===== config.mk =====
export PLATFORM = sky130hd
export DESIGN_NAME = panda_seq_shifter
export DESIGN_NICKNAME = d
export VERILOG_FILES = /design/src/rtl/panda_seq_shifter.sv
export SDC_FILE = /design/constraint.sdc
export NUM_CORES = 1
export LEC_CHECK = 0
export ABC_AREA = 1
export CAP_MARGIN = 20
export CORE_MARGIN = 5
export CORE_UTILIZATION = 55
export CTS_CLUSTER_SIZE = 14
export DETAILED_ROUTE_END_ITERATION = 10
export PLACE_DENSITY_LB_ADDON = 0.2
export RECOVER_POWER = 25
export SLEW_MARGIN = 20
export SYNTH_ARGS = -nofsm -noshare
export SYNTH_HDL_FRONTEND = slang
export SYNTH_SLANG_ARGS = --single-unit

===== constraint.sdc =====
create_clock -name clk_i -period 4.1 [get_ports clk_i]
set_input_delay 0.41 -clock clk_i [delete_from_list [all_inputs] [get_ports clk_i]]
set_output_delay 0.41 -clock clk_i [all_outputs]
set_load 0.1 [all_outputs]

===== src/rtl/panda_seq_shifter.sv =====
// ---------------------------------------------------------------------------
// panda_seq_shifter
//
// Sequential barrel-shifter replacement. It shifts one bit per clock, so an
// amount of N takes N+1 cycles from accept to result. A valid/ready handshake
// is used on both sides. The result is held in DONE until the consumer takes
// it. kill_i aborts any operation. rst_ni is a synchronous, active-low reset.
//
// Ports
//   clk_i         clock, rising edge
//   rst_ni        synchronous active-low reset
//   kill_i        synchronous abort, returns to IDLE, result discarded
//   valid_i       request valid
//   ready_o       request can be accepted (IDLE and not in reset)
//   left_i        1 = shift left, 0 = shift right
//   arithmetic_i  1 = sign-fill on right shift (ignored for left)
//   operand_i     value to shift
//   amount_i      shift distance
//   valid_o       result_o valid (DONE)
//   ready_i       consumer accepts result
//   result_o      shifted value, holds its last value outside DONE
//   busy_o        operation in flight (SHIFT or DONE)
// ---------------------------------------------------------------------------
module panda_seq_shifter #(
  parameter int Width = 32
) (
  input  logic                     clk_i,
  input  logic                     rst_ni,
  input  logic                     kill_i,
  input  logic                     valid_i,
  output logic                     ready_o,
  input  logic                     left_i,
  input  logic                     arithmetic_i,
  input  logic [Width-1:0]         operand_i,
  input  logic [$clog2(Width)-1:0] amount_i,
  output logic                     valid_o,
  input  logic                     ready_i,
  output logic [Width-1:0]         result_o,
  output logic                     busy_o
);

  localparam int CntW = $clog2(Width);

  typedef enum logic [1:0] {
    ST_IDLE,
    ST_SHIFT,
    ST_DONE
  } state_e;

  state_e            r_state;
  state_e            w_next_state;
  logic [Width-1:0]  r_work;
  logic [Width-1:0]  r_result;
  logic [CntW-1:0]   r_count;
  logic              r_left;
  logic              r_fill;

  logic              w_accept;
  logic              w_last_step;
  logic [Width-1:0]  w_step;

  // ready_o is gated by rst_ni directly so it drops in the reset cycle itself.
  assign ready_o  = (r_state == ST_IDLE) && rst_ni;
  assign valid_o  = (r_state == ST_DONE);
  assign busy_o   = (r_state != ST_IDLE);
  assign result_o = r_result;

  assign w_accept    = valid_i && ready_o && !kill_i;
  assign w_last_step = (r_count == CntW'(1));

  // The fill bit is resolved at capture time: it is the operand sign only for
  // an arithmetic right shift, otherwise zero.
  assign w_step = r_left ? {r_work[Width-2:0], 1'b0}
                         : {r_fill, r_work[Width-1:1]};

  // Next-state logic
  always_comb begin
    // NOTE: every combinational output gets a default first, so no path can
    // leave it unassigned and infer a latch.
    w_next_state = r_state;
    unique case (r_state)
      ST_IDLE: begin
        if (w_accept) begin
          w_next_state = (amount_i == '0) ? ST_DONE : ST_SHIFT;
        end
      end
      ST_SHIFT: begin
        if (w_last_step) w_next_state = ST_DONE;
      end
      ST_DONE: begin
        if (ready_i) w_next_state = ST_IDLE;
      end
      default: w_next_state = ST_IDLE;
    endcase
    // Abort overrides every handshake.
    if (kill_i) w_next_state = ST_IDLE;
  end

  // State register
  always_ff @(posedge clk_i) begin
    // NOTE: sequential state uses non-blocking assignments so every register
    // samples pre-edge values regardless of statement order.
    if (!rst_ni) r_state <= ST_IDLE;
    else         r_state <= w_next_state;
  end

  // Datapath: capture, per-cycle shift, result hold
  always_ff @(posedge clk_i) begin
    if (!rst_ni) begin
      r_work   <= '0;
      r_result <= '0;
      r_count  <= '0;
      r_left   <= 1'b0;
      r_fill   <= 1'b0;
    end else if (kill_i) begin
      // Working data is dead once aborted; result_o keeps its last value.
      r_count <= '0;
    end else begin
      unique case (r_state)
        ST_IDLE: begin
          if (w_accept) begin
            r_work  <= operand_i;
            r_count <= amount_i;
            r_left  <= left_i;
            r_fill  <= arithmetic_i && !left_i && operand_i[Width-1];
            if (amount_i == '0) r_result <= operand_i;
          end
        end
        ST_SHIFT: begin
          r_work  <= w_step;
          r_count <= r_count - CntW'(1);
          if (w_last_step) r_result <= w_step;
        end
        default: begin
        end
      endcase
    end
  end

endmodule


# --- Word-level counts from Yosys, hierarchy flattened ---
# Index checks and enable logic that the tools add are counted.
totals:
  reg_bits: 73
  latchBits: 0
  ram_bits: 0
  romBits: 0
  inputBits: 44
  out_inout_bits: 35
  wordCells: 47
  memories: 0
op_classes:
  n_addsub: 1
  mul: 0
  n_div: 0
  n_lt_le_gt_ge: 0
  n_eq_ne: 7
  shift: 0
  mux: 14
  n_bitwise: 2
  n_reduce_logical: 17
ops:
  columns: ["cell", "n"]
  rows:
  - ["$mux 32", 5]
  - ["$pmux 32 s2", 2]
  - ["$pmux 5 s2", 1]
  - ["$reduce_and 3->1", 3]
  - ["$mux 2", 4]
  - ["$pmux 2 s3", 1]
  - ["$eq 5x1->1 const B", 1]
  - ["$logic_and 1x1->1", 5]
  - ["$logic_not 5->1", 1]
  - ["$mux 5", 1]
  - ["$reduce_and 5->1", 1]
  - ["$sub 5x1->5 const B", 1]
  - ["$ne 2x1->1 const B", 2]
  - ["$ne 2x2->1 const B", 2]
  - ["$reduce_bool 2->1", 2]
  - ["$eq 2x1->1 const B", 1]
  - ["$eq 2x2->1 const B", 1]
  - ["$logic_not 1->1", 2]
  - ["$logic_not 2->1", 1]
  - ["$not 1->1", 2]
  - ["$reduce_and 2->1", 1]
  - ["$reduce_or 2->1", 1]

# --- Depth between registers and ports, before layout ---
# Gate-level depths: netlist of run 1.
depth:
  word_depth: 6
  depth_mapped: 11
  ltp_nobuf: 10

# --- Least setup slack after synthesis of run 1 ---
# No wires, ideal clock.
synth_timing:
  kind: "flip-flop to output port"
  startpoint: "register r_state[0]"
  endpoint: "output port ready_o"
  arrival_time_ps: 2333
  setup_slack_ps: 1357
  path_stages_with_launch: 4
  path_cell_list: "dfxtp_1 -> nor2_2 -> inv_1 -> nor2_1"
synth_between:
  elab_chain_cells: 2
synth_lines:
  columns: ["item", "line", "rtl"]
  rows:
  - ["start: declaration", "50", "state_e r_state;"]
  - ["start signal: assignment", "104", "else r_state <= w_next_state;"]
  - ["$logic_not 2->1", "63", "assign ready_o = (r_state == ST_IDLE) && rst_ni;"]
  - ["$logic_and 1x1->1", "63", null]
  - ["end: declaration", "31", "output logic ready_o,"]
# Every way passes these cells.

# --- Worst setup path after layout of run 1 ---
layout_timing:
  startpoint: "register r_state[0]"
  endpoint: "register r_result[5], in the netlist result_o[5]"
layout_between:
  elab_chain_cells: 6
  word_cells_on_any_way: 11
  classes_between: "eq/ne (4); mux (1); reduce/logical (6)"
layout_lines:
  columns: ["item", "line", "rtl"]
  rows:
  - ["$logic_not 2->1", "63, 119", null]
  - ["$logic_and 1x1->1", "63", null]
  - ["$logic_and 1x1->1 (2 in series)", "68", "assign w_accept = valid_i && ready_o && !kill_i;"]
  - ["$ne 2x2->1 (no source line)", null, null]
  - ["$reduce_and 5->1 (no source line)", null, null]
  - ["end signal: assignment", "126", "if (amount_i == '0) r_result <= operand_i;"]
  - ["end signal: assignment", "132", "if (w_last_step) r_result <= w_step;"]
  - ["end: declaration", "53", "logic [Width-1:0] r_result;"]
# Parallel ways exist; a longest one is shown, timed or not.
# A chain may end at the register's enable or synchronous reset.

==> results.md, run 1 <==
* Outcome: complete, but fails checks
* Data arrival time of the worst path at 3.07 ns
* Mean instance size in the synthesized netlist at about 6.0 um2
* HPWL Detailed at 6310 um
* PD cells at 360 mW/mm2
* Number of buffers inserted for hold repair after clock tree synthesis at 0
* Final number of setup-violating endpoints at 0
* Cell type with the highest aggregate area in the netlist: sky130_fd_sc_hd__dfxtp_1
* Root cell of the clock tree: sky130_fd_sc_hd__clkbuf_8
* Via total after detailed routing at 3802
* Area post-placement at 0.00443 mm2
* Vias in the first global route at 3503
* Proportion of layout cells with a drive suffix above 1 at slightly below 4%
* Nets at 717
* Site Rows at 29
* Netlist Area Pre-Place at 0.00365 mm2
* Number of antenna violations at the first check in global routing at 0
* CTS Sinks at 73
* Remaining design rule violation count at 0
* Worst rel slew slack at -5.54%
* Violations in the final reports: capacitance limit, slew limit
* ANT nets after route at 0
* Total inserted antenna cells at 0
* Routed vias/inst at 5.05
* Post-Layout Inst Area at about 0.0047 mm2
* CTS tree: done
* Critical Path Start Type: flop
* Synth top area share at between 40% and 50%
* Die area at 0.00836 mm2
* #FFs+latches synth at 73
* Number of buffers created by CTS at 9
* Maximum count of clock buffers along a single path at 2
* Internal reg-to-reg setup slack at 1.28 ns
* Starting utilization of the core area at between 50% and 60%
* Sequential cell area at 0.00146 mm2
* Adder and majority gate portion of the synthesized area at 0.686%
* Fraction of the yosys area taken by sequential cells at about two fifths
* Total Routing Usage GR at between 20 and 25%
* Final count of pins violating max slew at 39
* Max capacitance violation total at 1
* Die Height at about 91 um
* Top area cells in the synthesized netlist: sky130_fd_sc_hd__dfxtp_1 (40%), sky130_fd_sc_hd__nand2_1 (21%), sky130_fd_sc_hd__nor2_1 (13%)
* Required time of the critical path at 4.35 ns
* Area used by multi-input combinational logic at 0.00177 mm2
* Signed area change from the synthesized netlist to the final layout at 28.2%
* Worst-case clock skew at approximately 0.007 ns
* Clock latency on the worst-skew pair at 0.35 ns
* Fin crit period at 2.82 ns
* Number of detailed-routing iterations run before antenna repair at 4
* Post-detailed-route wirelength per cell at 12.7 um
* Hold Vio Cnt, Final at 0
* Leakage at 0.00232 uW
* RSZ-0062 raised after global routing: no
* Largest family of logic cells by synthesized area: simple AND/OR/NAND/NOR gates
* Total negative setup slack at 0 ns
* Post-cts sizing count at 0
* Largest fanout on the critical path at 44
* Type of element capturing the critical path: flop
* Number of instances in the synthesized netlist at 608
* 1st-iter DRT viols at about 320
* Post-synthesis share of cell area spent on and, or, nand and nor gates at 37.1%
* Placer congestion estimate at between 0.8 and 0.9
* Ports at 79
* Count of buffers from port buffering at 78
* Critical path start-end classification: flop to flop
* H-tree depth at 3
* Width of the chip at roughly 91 um
* Share of the clock period used by the worst path at 68.8%
* Final wirelength at 9540 um
* Number of nets produced by synthesis at 654
* Post-synth cell types at 19
* Hold Path Class: flop to flop
* Maximum number of pins on one net before global-route repair at 53
* Xor/xnor cell area share of the yosys netlist at 0%
* Measured slew at the worst slew-check pin at approximately 1.6 ns
* Max Freq at 0.354 GHz
* Count of warnings emitted by yosys at 0
* Clk pin slew, worst setup/hold paths at 0.08 ns
* Remaining Overflow, GRT at 0
* Post-synthesis compound-gate area fraction at 10.4%
* Core Footprint at 0.00639 mm2
* Post-synthesis mux area share at 0%
* Filler Cells Inserted at 553
* Peak supply drop at 0.283 mV
* Global-route wire length before repair at around 16000 um
* Buffer count from post-CTS setup fixing at 0
==> stage by stage <==
stage / utilization [%] / power (uW) / hold WS, ns / std cells / setup WS, ns
6_report: 73.3 / 1690 / 0.481 / 753 / 1.28
5_1_grt: 73.3 / 1750 / 0.510 / 753 / 0.988
4_1_cts: 73.3 / 1690 / 0.475 / 753 / 1.53
3_5_place_dp: 69.3 / 987 / 0.462 / 737 / 1.52
3_3_place_gp: 69.3 / 983 / 0.462 / 737 / 1.63
2_1_floorplan: - / 907 / 0.445 / 608 / 1.36
==> flip-flops by register name, summed over array words and instances, names as in the netlist <==
signal / flops
result_o: 32
r_left: 1
r_work: 32
r_state: 2
r_count: 5
r_fill: 1
==> cells in the mapped netlist <==
cell	instances
sky130_fd_sc_hd__a211oi_1	2
sky130_fd_sc_hd__a21boi_0	1
sky130_fd_sc_hd__a21oi_1	8
sky130_fd_sc_hd__buf_1	4
sky130_fd_sc_hd__buf_2	17
sky130_fd_sc_hd__buf_4	2
sky130_fd_sc_hd__clkbuf_1	8
sky130_fd_sc_hd__dfxtp_1	73
sky130_fd_sc_hd__ha_1	2
sky130_fd_sc_hd__inv_1	73
sky130_fd_sc_hd__inv_2	3
sky130_fd_sc_hd__nand2_1	201
sky130_fd_sc_hd__nand3_1	20
sky130_fd_sc_hd__nand4_1	1
sky130_fd_sc_hd__nor2_1	128
sky130_fd_sc_hd__nor2_2	2
sky130_fd_sc_hd__o21ai_0	6
sky130_fd_sc_hd__o21ai_1	56
sky130_fd_sc_hd__o22ai_1	1
==> path summary, 6_finish.rpt <==
kind,depth (start not counted),to,start
worst max register to register,8,result_o[5]$_SDFFE_PN0P_,r_state[0]$_SDFFE_PP0P_
worst min-delay path,2,r_fill$_SDFFE_PN0P_,r_fill$_SDFFE_PN0P_
worst max-delay path,8,result_o[5]$_SDFFE_PN0P_,r_state[0]$_SDFFE_PP0P_
worst min register to register,2,r_fill$_SDFFE_PN0P_,r_fill$_SDFFE_PN0P_
==> critical path, cell delays in order (launching register included) <==
cell and delay, ns:
sky130_fd_sc_hd__dfxtp_1 0.46, sky130_fd_sc_hd__nand2_1 0.13, sky130_fd_sc_hd__inv_1 0.72, sky130_fd_sc_hd__nand2_1 0.28
sky130_fd_sc_hd__nand3_2 0.69, sky130_fd_sc_hd__buf_4 0.27, sky130_fd_sc_hd__nand2_1 0.06, sky130_fd_sc_hd__nand2_1 0.07
sky130_fd_sc_hd__inv_1 0.04
==> layer usage <==
metal / vias up / track usage, % / routed length (um)
met3: 15 / 4.96 / 636
met5: - / 0 / 0
met1: 1707 / 30.4 / 4290
met2: 119 / 36.4 / 4480
met4: 0 / 7.46 / 138
li1: 1961 / - / -
==> cell type report <==
| class | instances | share of cell area, % |
|---|---|---|
| clock buffers | 12 | 3.32 |
| repair buffers | 83 | 17.3 |
| well taps | 77 | 2.06 |
| multi-input cells | 428 | 37.9 |
| clock inverters | 4 | 2.11 |
| flip-flops and latches | 73 | 31.2 |
| inverters | 76 | 6.10 |
==> power breakdown <==
part	switching [uW]	total, uW	leakage, uW	internal, uW
sequential	16.2	747	0.000592	731
clock	272	712	0.000127	439
combinational	141	226	0.00160	85.8
==> cells by family (layout without fill, tap and decap cells) <==
kind of cell    after synthesis  count (layout)
compound gates               74              74
fa+ha+maj                     2               2
buf+inv                     107             175
flops                        73              73
simple gates                352             352
==> cell usage in the layout (no fill, tap or decap), types with 3 or more instances in the layout <==
cell / n
sky130_fd_sc_hd__buf_4: 5
sky130_fd_sc_hd__inv_1: 75
sky130_fd_sc_hd__nor2_1: 128
sky130_fd_sc_hd__clkdlybuf4s50_1: 76
sky130_fd_sc_hd__a21oi_1: 7
sky130_fd_sc_hd__nand2_1: 201
sky130_fd_sc_hd__nand3_1: 19
sky130_fd_sc_hd__bufinv_16: 3
sky130_fd_sc_hd__clkbuf_8: 11
sky130_fd_sc_hd__dfxtp_1: 73
sky130_fd_sc_hd__o21ai_1: 45
sky130_fd_sc_hd__o21ai_0: 17
(Power assumes the default switching activity.)
==> run 2, diff against run 1 <==
--- a/config.mk
+++ b/config.mk
@@ -8,7 +8,7 @@
 export ABC_AREA = 1
 export CAP_MARGIN = 20
 export CORE_MARGIN = 5
-export CORE_UTILIZATION = 55
+export CORE_UTILIZATION = 51
 export CTS_CLUSTER_SIZE = 14
 export DETAILED_ROUTE_END_ITERATION = 10
 export PLACE_DENSITY_LB_ADDON = 0.2
==> constraint.sdc (replaced) <==
create_clock -name clk_i -period 2.8 [get_ports clk_i]
set_input_delay 0.28 -clock clk_i [delete_from_list [all_inputs] [get_ports clk_i]]
set_output_delay 0.28 -clock clk_i [all_outputs]
set_load 0.1 [all_outputs]
==> run 2 against run 1 <==
Net effect: the run now ends clean; design area is 3.8% lower; die area is 7.0% higher; critical endpoint is now result_o[29]; critical path type is now flop to output pin; via count is 3.0% lower; non-clock buffer count is 1 higher.
==> results.md, run 2 (same netlist as run 1, synthesis figures left out) <==
* RSZ-0062 raised after global routing: no
* Placer congestion estimate at 0.812
* Bufs and invs on worst path at 1
* Maximum count of clock buffers along a single path at 2
* Clock latency on the worst-skew pair at roughly 0.35 ns
* H-tree depth at 3
* Area post-placement at 0.00439 mm2
* ANT nets after route at 0
* Die area at 0.00895 mm2
* Ports at 79
* Worst rel slew slack at between 20% and 30%
* Site Rows at 30
* Hold worst-path end: r_left$_SDFFE_PN0P_
* Outcome: finished clean
* Fin crit period at around 1.8 ns
* Pre-CTS setup slack at approximately 0.65 ns
* Measured slew at the worst slew-check pin at roughly 1.2 ns
* Post-detailed-route wirelength per cell at 11.6 um
* CTS Sinks at 73
* Clk pin slew, worst setup/hold paths at 0.07 ns
* Remaining Overflow, GRT at 0
* Internal reg-to-reg setup slack at ~0.97 ns
* Root cell of the clock tree: sky130_fd_sc_hd__clkbuf_8
* Worst-case clock skew at 0.00803 ns
* Cell depth of the worst min-delay path at 3
* Leakage at 0.00227 uW
* Path depth of the worst reg2reg path at 8
* Commonest non-fill, non-tap cells in the layout: sky130_fd_sc_hd__nand2_1 (201), sky130_fd_sc_hd__nor2_1 (128), sky130_fd_sc_hd__inv_1 (73), sky130_fd_sc_hd__dfxtp_1 (73), sky130_fd_sc_hd__o21ai_1 (56)
* Routed vias/inst at 4.78
* Peak supply drop at 0.376 mV
* Delay of the slowest critical-path stage at about 0.87 ns
* Nets at 718
* Number of detailed-routing iterations run before antenna repair at 4
* Max Freq at 0.541 GHz
* Remaining design rule violation count at 0
* Proportion of layout cells with a drive suffix above 1 at under 10%
* Starting utilization of the core area at 53.1%
* CTS tree: done
* Width of the chip at 94.6 um
* Largest fanout on the critical path at 2
* Final wirelength at 8980 um
* Tightest hold margin at 0.296 ns
* Most common cell after layout, fill and taps aside: sky130_fd_sc_hd__nand2_1
* Critical path start-end classification: flop to output pin
* Buffer count from post-CTS setup fixing at 0
* Total negative setup slack at 0 ns
* Max capacitance violation total at 0
* Total Routing Usage GR at 21.2%
* PD cells at 513 mW/mm2
* List of cells traversed by the critical path: clkbuf_1
* Signed area change from the synthesized netlist to the final layout at 23.3%
* Setup slack of the critical path after layout at around 0.95 ns
* Number of buffers inserted for hold repair after clock tree synthesis at 0
* Total inserted antenna cells at 0
* Data arrival time of the worst path at 1.57 ns
* Share of the clock period used by the worst path at 66.0%
* Number of buffers created by CTS at 9
* Library cell contributing the largest single delay on the critical path: sky130_fd_sc_hd__clkbuf_1
* Crit Reg-Reg Startpoint: r_count[1]$_SDFFE_PP0P_
* Cell family with most CP delay: buffers and inverters
* Startpoint of the lowest-slack hold path: rst_ni
* Count of buffers from port buffering at 78
* Die Height at 94.6 um
* Hold Path Class: input pin to flop
* Required time of the critical path at 2.52 ns
* Final number of setup-violating endpoints at 0
* Post-cts sizing count at 0
* Hold Vio Cnt, Final at 0
* Core Footprint at 0.00687 mm2
* Maximum number of pins on one net before global-route repair at 52
* Vias in the first global route at approximately 3.4k
* Global-route wire length before repair at 15300 um
* Post-Layout Inst Area at 0.00450 mm2
* Type of element capturing the critical path: output pin
* Filler Cells Inserted at 703
* Via total after detailed routing at 3688
* HPWL Detailed at 6070 um
* Final count of pins violating max slew at 0
* Number of antenna violations at the first check in global routing at 0
* 1st-iter DRT viols at 319
* Critical Path Start Type: flop
* Reg2reg end: result_o[25]$_SDFFE_PN0P_
[run 2: cell count changes in the layout (fill, tap and decap cells not counted), sizes merged]
cell           delta
buf              +11
bufinv            -1
clkbuf           +22
clkdlybuf4s50    -34
clkinv            +1
clkinvlp          +1
[run 2: final cells by class]
class                           count  area (um2)  area share [%]
Sequential cell                    73        1460            32.5
Multi-Input combinational cell    428        1770            39.4
Clock buffer                       10         128            2.83
Tap cell                           96         120            2.67
Inverter                           76         285            6.34
Clock inverter                      5        81.3            1.81
Timing Repair Buffer               84         652            14.5
[run 2: metrics by stage]
stage	total power, uW	cells	util, %
6_report	2310	772	65.5
5_1_grt	2420	772	65.5
4_1_cts	2320	772	66.9
3_5_place_dp	1440	757	63.9
3_3_place_gp	1440	757	63.9
2_1_floorplan	1330	608	-
[run 2: worst max-delay path by stage]
stage,slack [ns],start,endpoint,depth (start not counted)
finish,0.95,result_o[29]$_SDFFE_PN0P_,result_o[29],1
global route,0.79,r_count[1]$_SDFFE_PP0P_,result_o[17]$_SDFFE_PN0P_,9
CTS,0.97,r_count[1]$_SDFFE_PP0P_,result_o[25]$_SDFFE_PN0P_,8
detailed placement,0.65,kill_i,r_work[30]$_SDFFE_PN0P_,8
global placement,0.68,kill_i,r_work[19]$_SDFFE_PN0P_,8
floorplan,0.19,r_state[0]$_SDFFE_PP0P_,ready_o,3
[run 2: layer usage]
layer / vias up / share of wire [%] / global-route usage [%]
met5: - / 0 / 0
met4: 0 / 0.95 / 5.77
met3: 8 / 5.6 / 6.06
met2: 96 / 44 / 33.1
met1: 1621 / 49 / 28.8
li1: 1963 / - / -
[run 2: power by group]
part | total [uW] | switching (uW) | internal [uW]
clock network | 893 | 396 | 497
logic | 323 | 203 | 120
registers | 1090 | 22.7 | 1070
total | 2310 | 621 | 1690
==> run 3, diff against run 2 <==
==> constraint.sdc (replaced) <==
create_clock -name clk_i -period 1.7 [get_ports clk_i]
set_input_delay 0.17 -clock clk_i [delete_from_list [all_inputs] [get_ports clk_i]]
set_output_delay 0.17 -clock clk_i [all_outputs]
set_load 0.1 [all_outputs]
==> run 3 against run 2 <==
Net effect: global-route usage grew 0.36 points; via count rose by 2.6%; register-to-register slack got worse by 0.81 ns; critical path depth is 3 higher; design area is 3.8% higher; worst setup slack got worse by 0.84 ns; utilization increased by 2.5 points; clock skew increased by 0.0025 ns; power up 62%; hold slack worse by 0.018 ns; final cell count is 1.4% higher; largest cell class unchanged.
==> results.md, run 3 (same netlist as run 1, synthesis figures left out) <==
* Final wirelength at approximately 9400 um
* Maximum number of pins on one net before global-route repair at 43
* Routed vias/inst at 4.83
* Hold Vio Cnt, Final at 0
* List of cells traversed by the critical path: nor2_2 -> inv_1 -> nor2_4 -> buf_12
* Number of buffers inserted for hold repair after clock tree synthesis at 0
* Bufs and invs on worst path at 2
* CTS Sinks at 73
* Peak supply drop at approximately 0.48 mV
* Delay of the slowest critical-path stage at 0.33 ns
* Outcome: finished clean
* Remaining Overflow, GRT at 0
* Number of buffers created by CTS at 9
* Nets at 729
* Post-cts sizing count at 0
* Required time of the critical path at 1.53 ns
* Final number of setup-violating endpoints at 0
* Type of element capturing the critical path: output pin
* Final count of pins violating max slew at 0
* Worst-case clock skew at 0.0105 ns
* Vias in the first global route at approximately 3.5k
* Critical Path Start Type: flop
* Max capacitance violation total at 0
* Die Height at 94.6 um
* Clock latency on the worst-skew pair at 0.34 ns
* Overall Power at about 3700 uW
* Ports at 79
* Fin crit period at roughly 1.6 ns
* Largest fanout on the critical path at 5
* Share of the clock period used by the worst path at between 90 and 100%
* Via total after detailed routing at 3784
* 1st-iter DRT viols at 237
* Placer congestion estimate at 0.843
* Worst rel slew slack at a little under two thirds
* Total Routing Usage GR at a little over a fifth
* Total negative setup slack at 0 ns
* HPWL Detailed at between 6000 and 7000 um
* Buffer count from post-CTS setup fixing at 0
* Area used by multi-input combinational logic at 0.00178 mm2
* Site Rows at 30
* Clk pin slew, worst setup/hold paths at 0.07 ns
* Leakage at approximately 0.0024 uW
* Proportion of layout cells with a drive suffix above 1 at 11.2%
* H-tree depth at 3
* Max Freq at 0.629 GHz
* Commonest non-fill, non-tap cells in the layout: sky130_fd_sc_hd__nand2_1 (201), sky130_fd_sc_hd__nor2_1 (126), sky130_fd_sc_hd__inv_1 (73), sky130_fd_sc_hd__dfxtp_1 (73), sky130_fd_sc_hd__o21ai_1 (56)
* Data arrival time of the worst path at roughly 1.4 ns
* Number of antenna violations at the first check in global routing at 0
* Setup slack of the critical path after layout at 0.110 ns
* Critical path start-end classification: flop to output pin
* Starting utilization of the core area at 53.1%
* Core Footprint at 0.00687 mm2
* Pre-CTS setup slack at -0.0446 ns
* Root cell of the clock tree: sky130_fd_sc_hd__clkbuf_8
* Total inserted antenna cells at 0
* Post-Layout Inst Area at 0.00467 mm2
* ANT nets after route at 0
* RSZ-0062 raised after global routing: no
* Maximum count of clock buffers along a single path at 2
* Library cell contributing the largest single delay on the critical path: sky130_fd_sc_hd__dfxtp_1
* Number of detailed-routing iterations run before antenna repair at 4
* CTS tree: done
* Remaining design rule violation count at 0
* Signed area change from the synthesized netlist to the final layout at 28.0%
* Width of the chip at 94.6 um
* Placed cell count at about 770
* Cell family with most CP delay: simple AND/OR/NAND/NOR gates
* Final standard cell count with taps included and fillers excluded at 783
* Area post-placement at 0.00457 mm2
* Hold Path Class: input pin to flop
* Sequential cell area at 0.00146 mm2
* Most common cell after layout, fill and taps aside: sky130_fd_sc_hd__nand2_1
* Count of buffers from port buffering at 78
* PD cells at between 800 and 900 mW/mm2
* Die area at 0.00895 mm2
* Global-route wire length before repair at 15600 um
* Measured slew at the worst slew-check pin at 0.550 ns
* Filler Cells Inserted at 638
* Post-detailed-route wirelength per cell at 12.0 um
run 3: cell type report:
cell class	count	share of cell area [%]
inverters	76	6.11
clock buffers	10	2.95
clock inverters	5	1.21
repair buffers	95	17.7
multi-input cells	428	38.2
flip-flops and latches	73	31.3
well taps	96	2.57
run 3: final timing paths:
path                                 from                         to  slack [ns]  depth (start not counted)
setup / recovery  r_state[0]$_SDFFE_PP0P_                    ready_o        0.11                          4
setup reg to reg  r_state[1]$_SDFFE_PP0P_  result_o[23]$_SDFFE_PN0P_        0.16                          9
hold / removal                     rst_ni        r_fill$_SDFFE_PN0P_        0.28                          4
hold reg to reg       r_fill$_SDFFE_PN0P_        r_fill$_SDFFE_PN0P_        0.49                          2
run 3: through the flow:
step	hold WS [ns]	util (%)
2_1_floorplan	0.330	-
3_3_place_gp	0.464	66.5
3_5_place_dp	0.469	66.5
4_1_cts	0.273	69.3
5_1_grt	0.288	68.0
6_report	0.277	68.0
run 3: power by group:
group | internal, uW | switching [uW] | total, uW
logic | 226 | 341 | 567
clock network | 708 | 659 | 1370
registers | 1760 | 39.8 | 1800
run 3: metal layers:
| metal | GRT usage [%] | wire, um |
|---|---|---|
| met1 | 28.4 | 4320 |
| met2 | 35.0 | 4350 |
| met3 | 4.14 | 568 |
| met4 | 8.41 | 117 |
| met5 | 0 | 0 |
run 3: worst min-delay path: cells and delay by family:
| kind | cells | cell delay, ns |
|---|---|---|
| compound gates | 1 | 0.04 |
| buf+inv | 3 | 0.36 |
